===== src/rtl/timer_array.sv =====
// timer_array: bank of N_CH independent down-counting timers behind a
// word-addressed register bus. Each channel has CTRL/PRESET/COUNT/STATUS
// registers, an optional prescaler and a sticky pending flag that drives IRQ.
// Bus: no handshake. A write commits on the rising edge where WE=1; Dout is
// a pure combinational function of Addr and current register contents.
module timer_array #(
    parameter int N_CH  = 2,
    parameter int CNT_W = 32
) (
    input  logic              clk,
    input  logic              reset,
    input  logic [31:2]       Addr,
    input  logic              WE,
    input  logic [31:0]       Din,
    output logic [31:0]       Dout,
    output logic [N_CH-1:0]   IRQ,
    output logic              IRQ_any,
    output logic [2*N_CH-1:0] o_dbg_state
);

    typedef enum logic [1:0] {
        S_IDLE = 2'd0,
        S_CNT  = 2'd1,
        S_INT  = 2'd2
    } state_t;

    localparam logic [1:0] SEL_CTRL   = 2'd0;
    localparam logic [1:0] SEL_PRESET = 2'd1;
    localparam logic [1:0] SEL_COUNT  = 2'd2;
    localparam logic [1:0] SEL_STATUS = 2'd3;

    logic [7:0]       r_ctrl   [N_CH];
    logic [CNT_W-1:0] r_preset [N_CH];
    logic [CNT_W-1:0] r_count  [N_CH];
    logic [3:0]       r_psc    [N_CH];
    logic             r_pend   [N_CH];
    state_t           r_state  [N_CH];

    logic [2:0]      w_ch;
    logic [1:0]      w_sel;
    logic [N_CH-1:0] w_wr_ctrl;
    logic [N_CH-1:0] w_wr_preset;
    logic [N_CH-1:0] w_clr_pend;
    logic            w_unused;

    assign w_ch     = Addr[6:4];
    assign w_sel    = Addr[3:2];
    assign w_unused = &{1'b0, Addr[31:7]};

    // Decode per-channel write strobes; channels >= N_CH never match
    always_comb begin
        w_wr_ctrl   = '0;
        w_wr_preset = '0;
        w_clr_pend  = '0;
        for (int i = 0; i < N_CH; i++) begin
            if (WE && (w_ch == 3'(i))) begin
                w_wr_ctrl[i]   = (w_sel == SEL_CTRL);
                w_wr_preset[i] = (w_sel == SEL_PRESET);
                w_clr_pend[i]  = (w_sel == SEL_STATUS) && Din[0];
            end
        end
    end

    // Per-channel FSM and registers; later assignments in this block take
    // priority, so pending-set beats STATUS clear and a software CTRL write
    // beats the one-shot En clear.
    always_ff @(posedge clk) begin
        if (reset) begin
            for (int i = 0; i < N_CH; i++) begin
                r_ctrl[i]   <= '0;
                r_preset[i] <= '0;
                r_count[i]  <= '0;
                r_psc[i]    <= '0;
                r_pend[i]   <= 1'b0;
                r_state[i]  <= S_IDLE;
            end
        end else begin
            for (int i = 0; i < N_CH; i++) begin
                if (w_clr_pend[i]) begin
                    r_pend[i] <= 1'b0;
                end
                case (r_state[i])
                    S_IDLE: begin
                        if (r_ctrl[i][0]) begin
                            r_count[i] <= r_preset[i];
                            r_psc[i]   <= '0;
                            r_state[i] <= S_CNT;
                        end
                    end
                    S_CNT: begin
                        if (!r_ctrl[i][0]) begin
                            r_state[i] <= S_IDLE;
                        end else if (r_psc[i] == r_ctrl[i][7:4]) begin
                            r_psc[i] <= '0;
                            if (r_count[i] != '0) begin
                                r_count[i] <= r_count[i] - CNT_W'(1);
                            end else begin
                                r_state[i] <= S_INT;
                                r_pend[i]  <= 1'b1;
                            end
                        end else begin
                            r_psc[i] <= r_psc[i] + 4'd1;
                        end
                    end
                    S_INT: begin
                        // Mode 01 reloads; 00 and 1x behave as one-shot
                        if (r_ctrl[i][2:1] == 2'b01) begin
                            r_count[i] <= r_preset[i];
                            r_psc[i]   <= '0;
                            r_state[i] <= S_CNT;
                        end else begin
                            r_ctrl[i][0] <= 1'b0;
                            r_state[i]   <= S_IDLE;
                        end
                    end
                    default: r_state[i] <= S_IDLE;
                endcase
                if (w_wr_ctrl[i]) begin
                    r_ctrl[i] <= Din[7:0];
                end
                if (w_wr_preset[i]) begin
                    r_preset[i] <= Din[CNT_W-1:0];
                end
            end
        end
    end

    // Read mux, interrupt outputs and debug state view
    always_comb begin
        Dout        = '0;
        IRQ         = '0;
        o_dbg_state = '0;
        for (int i = 0; i < N_CH; i++) begin
            IRQ[i]               = r_pend[i] & r_ctrl[i][3];
            o_dbg_state[2*i +: 2] = r_state[i];
            if (w_ch == 3'(i)) begin
                case (w_sel)
                    SEL_CTRL:   Dout = {24'd0, r_ctrl[i]};
                    SEL_PRESET: Dout = 32'(r_preset[i]);
                    SEL_COUNT:  Dout = 32'(r_count[i]);
                    default:    Dout = {31'd0, r_pend[i]};
                endcase
            end
        end
        IRQ_any = |IRQ;
    end

endmodule


===== config.mk =====
export PLATFORM = sky130hd
export DESIGN_NAME = timer_array
export DESIGN_NICKNAME = d
export VERILOG_FILES = /design/src/rtl/timer_array.sv
export SDC_FILE = /design/constraint.sdc
export NUM_CORES = 1
export LEC_CHECK = 0
export CORE_ASPECT_RATIO = 1.75
export CORE_MARGIN = 3
export CORE_UTILIZATION = 45
export DETAILED_ROUTE_END_ITERATION = 16
export PLACE_DENSITY = 0.67
export SLEW_MARGIN = 20
export SYNTH_ARGS = -nofsm -noshare
export SYNTH_HDL_FRONTEND = slang
export SYNTH_SLANG_ARGS = --single-unit

===== constraint.sdc =====
create_clock -name clk -period 5 [get_ports clk]
set_input_delay 0.5 -clock clk [delete_from_list [all_inputs] [get_ports clk]]
set_output_delay 0.5 -clock clk [all_outputs]
set_load 0.005 [all_outputs]

==> results of run 1 <==
-- Yosys cell counts, types with 15 or more instances --
cell type / count
sky130_fd_sc_hd__a21oi_1: 24
sky130_fd_sc_hd__a22oi_1: 50
sky130_fd_sc_hd__and2_1: 52
sky130_fd_sc_hd__clkbuf_1: 30
sky130_fd_sc_hd__edfxtp_1: 157
sky130_fd_sc_hd__mux2i_1: 15
sky130_fd_sc_hd__nand2_1: 46
sky130_fd_sc_hd__nand3_1: 46
sky130_fd_sc_hd__nor2_1: 58
sky130_fd_sc_hd__o21ai_0: 40
sky130_fd_sc_hd__o22ai_1: 57
sky130_fd_sc_hd__xnor2_1: 43
sky130_fd_sc_hd__xor2_1: 19
-- cell type report --
cell class	count	area [µm²]	share of cell area (%)
multi-input combinational	572	3740	36.29
inverter	11	41.29	0.4007
clock buffer	19	432.9	4.201
tap	238	297.8	2.890
sequential	158	4735	45.94
clock inverter	13	132.6	1.287
timing repair buffer	94	925.9	8.985
-- routing by layer --
| metal | part of all wire [%] | vias up | wire, µm | global-route usage [%] |
|---|---|---|---|---|
| met5 | 0 | - | 0 | 0 |
| met3 | 5.9 | 69 | 1496 | 4.392 |
| met4 | 7.0 | 0 | 1773 | 15.64 |
| met1 | 36 | 3242 | 9236 | 28.05 |
| met2 | 51 | 318 | 12880 | 41.79 |
| li1 | - | 3153 | - | - |
-- kinds of logic (layout without fill, tap and decap cells) --
family,count (synthesis),in the layout,synth area share [%]
and+or+nand+nor,287,287,18.25
AOI/OAI and AO/OA,201,201,15.06
DFF,158,158,54.41
xor gates and xnor gates,62,62,6.241
buffers and inverters,60,137,3.077
muxes,17,17,2.243
adders and majority gates,5,5,0.7190
-- metrics by stage --
stage                     util [%]  setup WS [ps]  area [µm²]
after global placement       51.71           1391        9737
after CTS                    54.72           1379       10300
final                        54.73           1318       10300
after detailed placement     51.71           1374        9737
after floorplan                  -           1172        8701
after global routing         54.73           1157       10300
-- sequential cells by signal (all words and copies together), names as in the netlist --
signal,count
r_psc,8
r_preset,64
r_ctrl,16
r_count,64
r_pend,2
r_state,4
-- path summary, 6_finish.rpt --
kind	start	to	slack [ps]
min reg2reg	r_pend[1]	r_pend[1]	560
max reg2reg	r_count[0][11]	r_count[1][28]	1820
max	Addr[3]	Dout[9]	1320
min	r_pend[1]	r_pend[1]	560
-- worst min-delay path, delay by kind of cell, from the launching register on --
family / cells / cell delay, ps
flops: 1 / 330
compound gates: 1 / 120
simple gates: 1 / 60
-- power by group through the flow --
stage	clock, mW	combinational, mW	sequential (mW)
3_5_place_dp	0	0.696	1.90
5_1_grt	1.34	0.773	1.90
3_3_place_gp	0	0.686	1.90
2_1_floorplan	0	0.479	1.83
6_report	1.27	0.702	1.88
4_1_cts	1.28	0.702	1.88
==> flow_results.xml, run 1 <==
<?xml version="1.0" encoding="UTF-8"?>
<metrics>
  <group name="grt">
    <metric name="grt_remaining_overflow" unit="">0</metric>
    <metric name="grt_pass1_vias" unit="">6887</metric>
    <metric name="gr-usage-all-layers" unit="%">24.40</metric>
    <metric name="grt_max_degree" unit="">53</metric>
    <metric name="grt_pass1_wl" unit="µm">39010</metric>
    <metric name="grt_antenna_before_repair" unit="">0</metric>
  </group>
  <group name="power">
    <metric name="p_seq_share" unit="%">48.8</metric>
    <metric name="worst_ir_drop_vdd" unit="mV">0.2951</metric>
    <metric name="swShare" unit="%">30.51</metric>
    <metric name="clock_power_share" unit="%">32.9</metric>
    <metric name="power.leakage" unit="nW">3.432</metric>
    <metric name="power" unit="mW">3.851</metric>
    <metric name="powerDensity" unit="mW/mm²">373.7</metric>
    <metric name="net-switching-power" unit="mW">1.175</metric>
    <metric name="cell_internal_pwr" unit="mW">2.676</metric>
    <metric name="power.combinational.fraction" unit="%">18.2</metric>
  </group>
  <group name="routing">
    <metric name="detail_route.first_pass.iterations" unit="">7</metric>
    <metric name="antenna_left" unit="">0</metric>
    <metric name="initial_drt_markers" unit="">584</metric>
    <metric name="avgRoutedWirePerCell" unit="µm">22.98</metric>
    <metric name="post-route-drc-count" unit="">0</metric>
    <metric name="via_per_inst" unit="">6.138</metric>
    <metric name="drt-total-wl" unit="µm">25390</metric>
    <metric name="route.vias.total" unit="">6782</metric>
  </group>
  <group name="clock_tree">
    <metric name="clk_root_buffer_cell" unit="">sky130_fd_sc_hd__clkbuf_16</metric>
    <metric name="cts_num_sinks" unit="">158</metric>
    <metric name="cts_resized" unit="">0</metric>
    <metric name="clock_latency_late_sink" unit="ps">430</metric>
    <metric name="clk_transition_reported_paths" unit="ps">70</metric>
    <metric name="post_cts_hold_buffer_count" unit="">0</metric>
    <metric name="post-cts-setup-buffer-count" unit="">0</metric>
    <metric name="ctsLongestPathBuffers" unit="">2</metric>
    <metric name="htree_levels" unit="">4</metric>
    <metric name="cts_made_buffers" unit="">17</metric>
    <metric name="tritoncts" unit="">yes</metric>
  </group>
  <group name="critical_path">
    <metric name="path_delay_family" unit="">buffers and inverters</metric>
    <metric name="slowest_stage" unit="">sky130_fd_sc_hd__clkdlybuf4s50_1</metric>
    <metric name="critical_path_capture_point_type" unit="">output pin</metric>
    <metric name="timing.critical_path.buf_inv" unit="">3</metric>
    <metric name="worst_r2r_path_cells" unit="">6</metric>
    <metric name="data_arrival_time_at_the_worst_slack_endpoint" unit="ps">3180</metric>
    <metric name="cp.depth" unit="">6</metric>
    <metric name="cp-start-kind" unit="">primary input</metric>
    <metric name="path_class" unit="">primary input to output pin</metric>
    <metric name="crit_path_cell_trace" unit="">clkdlybuf4s50_1 &gt; nor2b_4 &gt; buf_12 &gt; a22oi_1 &gt; o22ai_1 &gt; clkdlybuf4s50_1</metric>
    <metric name="critPathMaxFanout" unit="">44</metric>
    <metric name="crit_top_cell" unit="">sky130_fd_sc_hd__clkdlybuf4s50_1</metric>
    <metric name="required" unit="ps">4500</metric>
    <metric name="crit_path_max_incr_delay" unit="ps">820</metric>
  </group>
  <group name="die">
    <metric name="top_ports" unit="">104</metric>
    <metric name="placement_rows" unit="">66</metric>
    <metric name="die_width" unit="µm">111.1</metric>
    <metric name="design.die.area" unit="mm²">0.02110</metric>
    <metric name="core_region_area" unit="mm²">0.01883</metric>
    <metric name="die_span_in_y" unit="µm">189.9</metric>
    <metric name="starting_density_of_the_core" unit="%">46.21</metric>
  </group>
  <group name="synth">
    <metric name="syn_nets" unit="">860</metric>
    <metric name="postSynthRegisterBits" unit="">158</metric>
    <metric name="postSynthAreaPerCell" unit="µm²">11.01</metric>
    <metric name="async_reset_ff_share" unit="%">0</metric>
    <metric name="ys_seq_area_share" unit="%">54.41</metric>
    <metric name="post_synth_inst_count" unit="">790</metric>
    <metric name="synth-edff-count" unit="">157</metric>
    <metric name="syn_area" unit="mm²">0.008701</metric>
    <metric name="ys_types" unit="">56</metric>
    <metric name="synthesis.yosys.warnings" unit="">0</metric>
    <metric name="yosysTopAreaCellShare" unit="%">54.18</metric>
    <metric name="synthDominantAreaCellType" unit="">sky130_fd_sc_hd__edfxtp_1</metric>
    <metric name="flip_flop_cell_with_the_highest_count_after_synthesis" unit="">sky130_fd_sc_hd__edfxtp_1</metric>
    <metric name="yosys-top-cells-area" unit="">sky130_fd_sc_hd__edfxtp_1, sky130_fd_sc_hd__xnor2_1, sky130_fd_sc_hd__a22oi_1</metric>
  </group>
  <group name="place">
    <metric name="port-buffer-count" unit="">78</metric>
    <metric name="dpl.cell_count" unit="">1073</metric>
    <metric name="finalWeightedCongestion" unit="">0.9230</metric>
    <metric name="dp_hpwl" unit="µm">18300</metric>
  </group>
  <group name="cells_and_area">
    <metric name="fraction_of_final_layout_cells_with_drive_strength_greater_than_1" unit="%">8.997</metric>
    <metric name="layout_common_cells" unit="">sky130_fd_sc_hd__edfxtp_1, sky130_fd_sc_hd__clkdlybuf4s50_1, sky130_fd_sc_hd__nor2_1, sky130_fd_sc_hd__o22ai_1, sky130_fd_sc_hd__and2_1</metric>
    <metric name="num-fill-cells" unit="">1702</metric>
    <metric name="final_cells" unit="">1105</metric>
    <metric name="layout.nets" unit="">924</metric>
    <metric name="most_frequent_standard_cell_in_the_layout_excluding_fill_and_tap_cells" unit="">sky130_fd_sc_hd__edfxtp_1</metric>
    <metric name="diodes" unit="">0</metric>
    <metric name="syn_to_final_growth" unit="%">18.44</metric>
  </group>
  <group name="sta">
    <metric name="setup_violations" unit="">0</metric>
    <metric name="fin_setup_tns" unit="ps">0</metric>
    <metric name="fin_crit" unit="ps">3682</metric>
    <metric name="maxClockFrequency" unit="GHz">0.2716</metric>
    <metric name="whs" unit="ps">558.2</metric>
    <metric name="period_share" unit="%">73.65</metric>
    <metric name="hold_viol" unit="">0</metric>
    <metric name="slew_viol_final" unit="">0</metric>
    <metric name="slew_headroom" unit="%">31.86</metric>
    <metric name="timing.clock.skew" unit="ps">10.27</metric>
    <metric name="setup_repair_after_global_routing_missed_its_margin" unit="">no</metric>
    <metric name="tightestPinTransition" unit="ps">1011</metric>
  </group>
  <group name="hold_path">
    <metric name="worst_min_delay_path_class" unit="">flip-flop to flip-flop</metric>
    <metric name="instance_count_along_the_most_critical_hold_path" unit="">2</metric>
  </group>
  <group name="flow_run">
    <metric name="maxCapViolCount" unit="">0</metric>
  </group>
  <group name="outcome">
    <metric name="result_of_the_run" unit="">completed</metric>
  </group>
</metrics>
Power figures use the tool's default switching activity.
==> run 2: changes to the inputs <==
==> constraint.sdc (replaced) <==
create_clock -name clk -period 3.6 [get_ports clk]
set_input_delay 0.36 -clock clk [delete_from_list [all_inputs] [get_ports clk]]
set_output_delay 0.36 -clock clk [all_outputs]
set_load 0.005 [all_outputs]
==> run 2 against run 1 <==
Critical path depth did not move. Worst hold slack got worse by 55 ps. Sequential share of layout area fell by 0.32 points. Global-route usage fell by 0.16 points. Largest power group unchanged. Via count rose by 1.8%. Clock-buffer cell count fell by 2. Largest cell class unchanged. Clock power rose by 41%. Flip-flop and latch count did not move. Critical path type unchanged. Setup slack got worse by 890 ps. First-iteration DRC count fell by 14%.
==> flow_results.xml, run 2 (same netlist as run 1, synthesis figures left out) <==
<?xml version="1.0" encoding="UTF-8"?>
<metrics>
  <group name="critical_path">
    <metric name="critical_path_capture_point_type" unit="">output pin</metric>
    <metric name="data_arrival_time_at_the_worst_slack_endpoint" unit="ps">2810</metric>
    <metric name="cp-start-kind" unit="">primary input</metric>
    <metric name="critical_path.reg2reg.startpoint" unit="">r_count[0][11]</metric>
    <metric name="worst_r2r_path_cells" unit="">7</metric>
    <metric name="setup.worst_path.start" unit="">Addr[3]</metric>
    <metric name="critPathMaxFanout" unit="">35</metric>
    <metric name="path_class" unit="">primary input to output pin</metric>
    <metric name="required" unit="ps">3240</metric>
  </group>
  <group name="die">
    <metric name="top_ports" unit="">104</metric>
    <metric name="design.die.area" unit="mm²">0.02110</metric>
    <metric name="starting_density_of_the_core" unit="%">46.21</metric>
    <metric name="core_region_area" unit="mm²">0.01883</metric>
    <metric name="die_width" unit="µm">111.1</metric>
    <metric name="placement_rows" unit="">66</metric>
    <metric name="die_span_in_y" unit="µm">189.9</metric>
  </group>
  <group name="routing">
    <metric name="detail_route.first_pass.iterations" unit="">5</metric>
    <metric name="initial_drt_markers" unit="">501</metric>
    <metric name="antenna_left" unit="">0</metric>
    <metric name="post-route-drc-count" unit="">0</metric>
    <metric name="avgRoutedWirePerCell" unit="µm">23.06</metric>
    <metric name="route.vias.total" unit="">6901</metric>
    <metric name="drt-total-wl" unit="µm">25570</metric>
    <metric name="via_per_inst" unit="">6.223</metric>
  </group>
  <group name="sta">
    <metric name="timing.clock.skew" unit="ps">11.03</metric>
    <metric name="setup_repair_after_global_routing_missed_its_margin" unit="">no</metric>
    <metric name="setup_violations" unit="">0</metric>
    <metric name="whs" unit="ps">503.6</metric>
    <metric name="period_share" unit="%">88.10</metric>
    <metric name="fin_crit" unit="ps">3172</metric>
    <metric name="slew_headroom" unit="%">48.34</metric>
    <metric name="maxClockFrequency" unit="GHz">0.3153</metric>
    <metric name="hold_viol" unit="">0</metric>
    <metric name="slew_viol_final" unit="">0</metric>
    <metric name="fin_setup_tns" unit="ps">0</metric>
    <metric name="tightestPinTransition" unit="ps">768.5</metric>
    <metric name="finalWorstSetupSlack" unit="ps">428.4</metric>
  </group>
  <group name="power">
    <metric name="power" unit="mW">5.393</metric>
    <metric name="power.leakage" unit="nW">3.476</metric>
    <metric name="worst_ir_drop_vdd" unit="mV">0.3097</metric>
    <metric name="powerDensity" unit="mW/mm²">519.7</metric>
  </group>
  <group name="clock_tree">
    <metric name="clock_latency_late_sink" unit="ps">430</metric>
    <metric name="cts_num_sinks" unit="">158</metric>
    <metric name="clk_transition_reported_paths" unit="ps">80</metric>
    <metric name="ctsLongestPathBuffers" unit="">2</metric>
    <metric name="post-cts-setup-buffer-count" unit="">0</metric>
    <metric name="post_cts_hold_buffer_count" unit="">0</metric>
    <metric name="clk_root_buffer_cell" unit="">sky130_fd_sc_hd__clkbuf_16</metric>
    <metric name="cts_made_buffers" unit="">17</metric>
    <metric name="tritoncts" unit="">yes</metric>
    <metric name="cts_resized" unit="">0</metric>
    <metric name="htree_levels" unit="">4</metric>
  </group>
  <group name="hold_path">
    <metric name="hold_path.startpoint" unit="">r_pend[1]</metric>
    <metric name="instance_count_along_the_most_critical_hold_path" unit="">2</metric>
    <metric name="worst_min_delay_path_class" unit="">flip-flop to flip-flop</metric>
  </group>
  <group name="grt">
    <metric name="grt_pass1_vias" unit="">6982</metric>
    <metric name="grt_pass1_wl" unit="µm">39010</metric>
    <metric name="grt_antenna_before_repair" unit="">0</metric>
    <metric name="grt_remaining_overflow" unit="">0</metric>
    <metric name="grt_max_degree" unit="">63</metric>
    <metric name="gr-usage-all-layers" unit="%">24.24</metric>
  </group>
  <group name="place">
    <metric name="port-buffer-count" unit="">78</metric>
    <metric name="dpl.cell_count" unit="">1077</metric>
    <metric name="place_worst_setup_slack" unit="ps">490.7</metric>
    <metric name="finalWeightedCongestion" unit="">0.8903</metric>
    <metric name="placed_cell_area" unit="mm²">0.009787</metric>
    <metric name="dp_hpwl" unit="µm">18590</metric>
  </group>
  <group name="cells_and_area">
    <metric name="layout.nets" unit="">928</metric>
    <metric name="syn_to_final_growth" unit="%">19.27</metric>
    <metric name="diodes" unit="">0</metric>
    <metric name="fraction_of_final_layout_cells_with_drive_strength_greater_than_1" unit="%">9.529</metric>
    <metric name="ff_latch_area" unit="mm²">0.004735</metric>
    <metric name="multiInputGateArea" unit="mm²">0.003745</metric>
    <metric name="final_core_density" unit="%">55.12</metric>
    <metric name="layout_common_cells" unit="">sky130_fd_sc_hd__edfxtp_1, sky130_fd_sc_hd__clkdlybuf4s50_1, sky130_fd_sc_hd__nor2_1, sky130_fd_sc_hd__o22ai_1, sky130_fd_sc_hd__and2_1</metric>
    <metric name="final_cells" unit="">1109</metric>
    <metric name="fin_area" unit="mm²">0.01038</metric>
    <metric name="most_frequent_standard_cell_in_the_layout_excluding_fill_and_tap_cells" unit="">sky130_fd_sc_hd__edfxtp_1</metric>
    <metric name="num-fill-cells" unit="">1669</metric>
    <metric name="reg.largest.list" unit="">r_count: 64 flops, r_preset: 64 flops, r_ctrl: 16 flops</metric>
  </group>
  <group name="flow_run">
    <metric name="maxCapViolCount" unit="">0</metric>
  </group>
  <group name="outcome">
    <metric name="result_of_the_run" unit="">completed</metric>
  </group>
</metrics>
[run 2: changes by cell type in the layout (fill, tap and decap cells not counted)]
cell                         before  now
sky130_fd_sc_hd__nand2_1         44   45
sky130_fd_sc_hd__buf_12           2    3
sky130_fd_sc_hd__clkbuf_1         2    0
sky130_fd_sc_hd__clkinvlp_4       3    1
sky130_fd_sc_hd__clkinv_2         1    0
sky130_fd_sc_hd__buf_4           14   17
sky130_fd_sc_hd__o21ai_4          1    2
sky130_fd_sc_hd__bufinv_16        1    0
sky130_fd_sc_hd__inv_8            2    5
sky130_fd_sc_hd__clkinv_8         0    3
sky130_fd_sc_hd__o21ai_2          1    0
sky130_fd_sc_hd__nand2_2          2    1
[run 2: power by group]
group	internal [mW]	switching, mW
sequential	2.32	0.300
clock	0.934	0.860
combinational	0.438	0.547
total	3.69	1.71
[run 2: path summary, 6_finish.rpt]
check	to	slack, ps
max	Dout[31]	430
min	r_pend[1]	500
max reg2reg	r_count[0][23]	730
min reg2reg	r_pend[1]	500
[run 2: layer usage]
layer,wire (µm),GRT usage [%],share of wire (%)
met5,0,0,0
met4,1934,17.70,7.6
met3,1274,2.610,5.0
met2,13330,43.24,52
met1,9032,26.50,35
[run 2: layout make-up]
class	count	area share (%)
flip-flops and latches	158	45.62
multi-input cells	572	36.09
repair buffers	98	9.332
clock buffers	17	4.099
well taps	238	2.870
clock inverters	15	1.592
inverters	11	0.3979
[run 2: worst max-delay path, cell delays in order]
cell and delay [ps]:
sky130_fd_sc_hd__clkdlybuf4s50_1 680, sky130_fd_sc_hd__nor2b_4 510, sky130_fd_sc_hd__buf_12 270, sky130_fd_sc_hd__a22oi_1 120, sky130_fd_sc_hd__o22ai_1 280, sky130_fd_sc_hd__clkdlybuf4s50_1 570
